### config.mk
export PLATFORM = sky130hd
export DESIGN_NAME = memory_request_sequencer
export DESIGN_NICKNAME = d
export VERILOG_FILES = /design/src/rtl/memory_request_sequencer.sv
export SDC_FILE = /design/constraint.sdc
export NUM_CORES = 1
export LEC_CHECK = 0
export CORE_ASPECT_RATIO = 2
export CORE_MARGIN = 2
export CORE_UTILIZATION = 36
export DETAILED_ROUTE_END_ITERATION = 10
export PLACE_DENSITY = 0.83
export SLEW_MARGIN = 10
export SYNTH_ARGS = -nofsm -noshare
export SYNTH_HDL_FRONTEND = slang
export SYNTH_SLANG_ARGS = --single-unit
### constraint.sdc
create_clock -name clock -period 1.5 [get_ports clock]
set_clock_uncertainty 0.05 [all_clocks]
set_input_delay 0.225 -clock clock [delete_from_list [all_inputs] [get_ports clock]]
set_output_delay 0.225 -clock clock [all_outputs]
set_load 0.01 [all_outputs]
### src/rtl/memory_request_sequencer.sv
`default_nettype none
// ============================================================================
// Module   : memory_request_sequencer
// Brief    : Accepts one memory request at a time and routes it to ROM
//            (17-bit words) or RAM (16-bit words). It waits the configured
//            access latency, steers the return mux, captures the returned
//            word and pulses a single-cycle response.
// Revision : 1.0 - initial release
// ============================================================================
module memory_request_sequencer #(
   parameter int ROM_LATENCY = 1,
   parameter int RAM_LATENCY = 1
) (
   input  logic        clock,
   input  logic        reset,
   input  logic        req_valid,
   output logic        req_ready,
   input  logic        req_space,
   input  logic        req_write,
   input  logic [15:0] req_addr,
   input  logic [15:0] req_wdata,
   output logic        rom_en,
   output logic [15:0] rom_addr,
   output logic        ram_en,
   output logic        ram_we,
   output logic [15:0] ram_addr,
   output logic [15:0] ram_wdata,
   output logic        emux_select,
   input  logic [16:0] rdata_in,
   output logic        resp_valid,
   output logic        resp_error,
   output logic [16:0] resp_data
);

   localparam logic [1:0] S_IDLE   = 2'd0;
   localparam logic [1:0] S_ACCESS = 2'd1;
   localparam logic [1:0] S_RESP   = 2'd2;

   localparam logic [3:0] C_ROM_LAT = 4'(ROM_LATENCY);
   localparam logic [3:0] C_RAM_LAT = 4'(RAM_LATENCY);

   logic [1:0]  r_state;
   logic [1:0]  w_next_state;
   logic [3:0]  r_cnt;
   logic        r_space;
   logic        r_write;
   logic        r_first;
   logic [15:0] r_addr;
   logic [15:0] r_wdata;
   logic        r_emux;
   logic [16:0] r_resp_data;

   logic        w_accept;
   logic        w_rom_write;
   logic        w_last;

   assign w_accept    = (r_state == S_IDLE) && req_valid;
   // A write aimed at ROM never touches memory; it completes immediately with an error.
   assign w_rom_write = ~req_space & req_write;
   assign w_last      = (r_cnt == 4'd1);

   // State register
   always_ff @(posedge clock) begin
      if (reset) begin
         r_state <= S_IDLE;
      end else begin
         r_state <= w_next_state;
      end
   end

   // Next-state logic: accept, count down the access latency, then respond
   always_comb begin
      w_next_state = r_state;
      case (r_state)
         S_IDLE: begin
            if (w_accept) begin
               w_next_state = w_rom_write ? S_RESP : S_ACCESS;
            end
         end
         S_ACCESS: begin
            if (w_last) begin
               w_next_state = S_RESP;
            end
         end
         S_RESP: begin
            w_next_state = S_IDLE;
         end
         default: begin
            w_next_state = S_IDLE;
         end
      endcase
   end

   // State-decoded outputs: handshake, memory strobes and response flags
   always_comb begin
      req_ready  = 1'b0;
      rom_en     = 1'b0;
      ram_en     = 1'b0;
      ram_we     = 1'b0;
      resp_valid = 1'b0;
      resp_error = 1'b0;
      case (r_state)
         S_IDLE: begin
            req_ready = 1'b1;
         end
         S_ACCESS: begin
            rom_en = ~r_space;
            ram_en = r_space;
            // The write strobe is a single pulse at the start of the access window.
            ram_we = r_space & r_write & r_first;
         end
         S_RESP: begin
            resp_valid = 1'b1;
            resp_error = ~r_space & r_write;
         end
         default: begin
            req_ready = 1'b0;
         end
      endcase
   end

   // Request latch, latency counter, return-mux select and response capture
   always_ff @(posedge clock) begin
      if (reset) begin
         r_cnt       <= 4'd0;
         r_space     <= 1'b0;
         r_write     <= 1'b0;
         r_first     <= 1'b0;
         r_addr      <= 16'd0;
         r_wdata     <= 16'd0;
         r_emux      <= 1'b0;
         r_resp_data <= 17'd0;
      end else if (w_accept) begin
         r_space <= req_space;
         r_write <= req_write;
         r_addr  <= req_addr;
         r_wdata <= req_wdata;
         r_emux  <= req_space;
         r_first <= 1'b1;
         r_cnt   <= req_space ? C_RAM_LAT : C_ROM_LAT;
         if (w_rom_write) begin
            r_resp_data <= 17'd0;
         end
      end else if (r_state == S_ACCESS) begin
         r_first <= 1'b0;
         r_cnt   <= r_cnt - 4'd1;
         if (w_last) begin
            // RAM words arrive zero-extended from the mux, so no width handling here.
            r_resp_data <= r_write ? 17'd0 : rdata_in;
         end
      end
   end

   assign rom_addr    = r_addr;
   assign ram_addr    = r_addr;
   assign ram_wdata   = r_wdata;
   assign emux_select = r_emux;
   assign resp_data   = r_resp_data;

endmodule
`default_nettype wire
==> results.cfg, run 1 <==
[clock_network]
cts_max_level = 3
post_cts.repair.setup_buffers = 0
clkLatencyLatePin_ns = 0.31
clock_slew_at_reported_path_ffs_ns = 0.05
cts_hold_repair.buffers = 0
clock_tree.buffer_depth = 2
clock_tree_from_tritoncts = built
cts-buffers-inserted = 9
clock_sink_count = 58
clk_root_buffer_cell = sky130_fd_sc_hd__clkbuf_16
post_cts.resized_instances = 48

[route]
detailroute.via_count = 2350
drtIter0Drc = 155
postRouteWirelength_um = 6810
viasPerCell = 4.66
initial_drt_pass_iterations = 4
drc = 0
wl_per_cell_um = 13.5
number_of_nets_with_antenna_violations_after_detailed_routing = 0

[global_route]
grt_start_max_net_pins = 52
antenna_found_initial = 0
gr-total-overflow = 0
first_global_vias = 2439
track_usage_pct = 18.1
grt_pass1_wl_um = 10800

[setup_path]
crit_path_max_fanout = 17
timing.critical_path.arrival_ns = 1.74
cp-start-kind = register
timing_worst_setup_path_type = reg2reg
crit_path_end_kind = register
timing.critical_path.required_ns = 1.68

[timing]
unrepaired_setup_endpoints_after_global_routing = true
report.final.hold_viol_count = 0
worst_slew_pin_slew_ns = 0.325
period_minus_slack_ns = 1.56
final.period_utilization_pct = 104
max_slew_margin_pct = 78.3
report.final.slew_viol_count = 0
fmaxAchievable_mhz = 641
finalWorstSetupSlack_ns = -0.0611
setup_violations = 19

[run_status]
status = finished, violations left
violations = negative setup slack

[placed_design]
post-place-ws_ns = -0.454
place.detailed.hpwl_um = 4870
gp_congestion = 0.780
placement.io_buffers = 125
dpl.cell_count = 488

[pwr]
finalPower_uw = 4880
power_density_nw_per_um2 = 1160
peak_ir_drop_on_the_vdd_network_mv = 0.823
cellLeakagePower_uw = 0.00219

[synth]
async_reset_ff_share_pct = 0
synth_cell_type_count = 31
post_synth_main_area_contributors = sky130_fd_sc_hd__dfxtp_1, sky130_fd_sc_hd__nand2_1, sky130_fd_sc_hd__a21oi_1, sky130_fd_sc_hd__mux2i_1, sky130_fd_sc_hd__nand2b_1
synth_common_cells = sky130_fd_sc_hd__nand2_1, sky130_fd_sc_hd__dfxtp_1, sky130_fd_sc_hd__a21oi_1
synthesis.area_um2 = 2440
ys_warn_count = 0
synth.largest_area_cell = sky130_fd_sc_hd__dfxtp_1
synth_edf_count = 0
yosys.cell_count.top_type = sky130_fd_sc_hd__nand2_1
synthesis.nets = 345
post_synth.cell_area_avg_um2 = 8.45
synth_seq_area_share_pct = 47.5
synth_top_area_share_pct = 47.5
syn-instance-count = 289
ys_ff_latch = 58
synth-main-ff-cell = sky130_fd_sc_hd__dfxtp_1

[cells_and_area]
insertedDiodeCount = 0
finish.cell_count_without_fillers = 504
synthToLayoutAreaGrowth_pct = 71.9
design.final.nets = 467
fraction_of_layout_instances_using_a_drive_strength_above_1_pct = 13.0

[hold_path]
timing.hold.worst.class = in2reg

[run]
max-cap-violations = 0

[floorplanning]
core_area_um2 = 6570
chipHeight_um = 120
fp-row-count = 42
die_w_um = 62.2
die_area_um2 = 7500
ios = 126
floorplan.initialDensity_pct = 37.2
==> final cells by class <==
cell class	count	area, µm²
Fill cell	536	2370
Timing Repair Buffer	147	1490
Sequential cell	58	1160
Multi-Input combinational cell	191	1080
Clock buffer	12	267
Tap cell	88	110
Clock inverter	4	72.6
Inverter	4	15.0
==> sequential cells by signal, indices dropped and copies added (netlist names) <==
name,cells
r_first,1
emux_select,1
ram_wdata,16
r_state,2
r_write,1
ram_addr,16
r_cnt,4
resp_data,17
==> routing by layer <==
layer | routed length [µm] | global-route usage [%]
met1 | 2480 | 16.5
met2 | 3880 | 35.4
met3 | 309 | 4.74
met4 | 148 | 10.0
met5 | 0 | 0
==> path summary, 6_finish.rpt <==
| check | from | end | slack (ns) | depth (start not counted) |
|---|---|---|---|---|
| setup reg to reg | r_cnt[1] | resp_data[15] | -0.06 | 6 |
| hold / removal | reset | r_write | 0.19 | 2 |
| setup / recovery | r_cnt[1] | resp_data[15] | -0.06 | 6 |
| hold reg to reg | ram_wdata[14] | ram_wdata[14] | 0.40 | 2 |
==> worst max-delay path, stage by stage, from the launching register on <==
cell and delay (ns):
sky130_fd_sc_hd__dfxtp_2 0.32, sky130_fd_sc_hd__inv_2 0.05, sky130_fd_sc_hd__ha_1 0.12, sky130_fd_sc_hd__or3b_4 0.40
sky130_fd_sc_hd__o22ai_4 0.13, sky130_fd_sc_hd__buf_12 0.19, sky130_fd_sc_hd__mux2i_1 0.22
==> power breakdown <==
part / internal, µW / leakage (µW) / switching [µW] / total [µW]
combinational: 509 / 0.00155 / 415 / 924
sequential: 1650 / 0.000476 / 68.2 / 1720
clock: 1580 / 0.000165 / 653 / 2240
==> cells in the final DEF (no fill, tap or decap), types with 3 or more instances in the layout <==
cell type | synthesis | layout
sky130_fd_sc_hd__nand2_1 | 71 | 71
sky130_fd_sc_hd__clkdlybuf4s50_1 | 0 | 67
sky130_fd_sc_hd__dfxtp_1 | 58 | 55
sky130_fd_sc_hd__a21oi_1 | 37 | 37
sky130_fd_sc_hd__dlymetal6s2s_1 | 0 | 34
sky130_fd_sc_hd__nand2b_1 | 20 | 20
sky130_fd_sc_hd__buf_4 | 16 | 19
sky130_fd_sc_hd__dlygate4sd2_1 | 0 | 18
sky130_fd_sc_hd__nand3_1 | 17 | 17
sky130_fd_sc_hd__mux2i_1 | 17 | 17
sky130_fd_sc_hd__clkbuf_16 | 0 | 9
sky130_fd_sc_hd__nor2_1 | 6 | 6
sky130_fd_sc_hd__buf_2 | 1 | 5
sky130_fd_sc_hd__inv_1 | 4 | 3
sky130_fd_sc_hd__clkbuf_8 | 0 | 3
sky130_fd_sc_hd__dfxtp_2 | 0 | 3
==> stage by stage <==
stage	hold slack [ns]	util [%]	setup TNS, ns	area [µm²]
2_1_floorplan	0.311	-	-1.38	2450
3_3_place_gp	0.392	57.4	-19.56	3770
3_5_place_dp	0.396	57.4	-21.18	3770
4_1_cts	0.173	62.4	-0.529	4100
5_1_grt	0.188	63.9	-1.75	4200
6_report	0.186	63.9	-0.340	4200
==> cell families after synthesis <==
kind of cell | after synthesis | share of synthesized area (%)
simple gates | 127 | 24.4
flops | 58 | 47.5
compound gates | 45 | 10.1
buf+inv | 40 | 9.94
mux | 17 | 6.97
fa+ha+maj | 2 | 1.02
Note: power is estimated with default switching activity, not from simulation.
==> run 2: changes to the inputs <==
--- a/config.mk
+++ b/config.mk
@@ -10,6 +10,7 @@
 export CORE_UTILIZATION = 36
 export DETAILED_ROUTE_END_ITERATION = 10
 export PLACE_DENSITY = 0.83
+export RECOVER_POWER = 100
 export SLEW_MARGIN = 10
 export SYNTH_ARGS = -nofsm -noshare
 export SYNTH_HDL_FRONTEND = slang
==> results of run 2 <==
Final layout, timing and power as in run 1 (identical DEF).
==> run 3: changes to the inputs <==
--- a/config.mk
+++ b/config.mk
@@ -9,6 +9,7 @@
 export CORE_MARGIN = 2
 export CORE_UTILIZATION = 36
 export DETAILED_ROUTE_END_ITERATION = 10
+export HOLD_SLACK_MARGIN = 0.05
 export PLACE_DENSITY = 0.83
 export RECOVER_POWER = 100
 export SLEW_MARGIN = 10
==> results of run 3 <==
Final layout, timing and power as in run 1 (identical DEF).
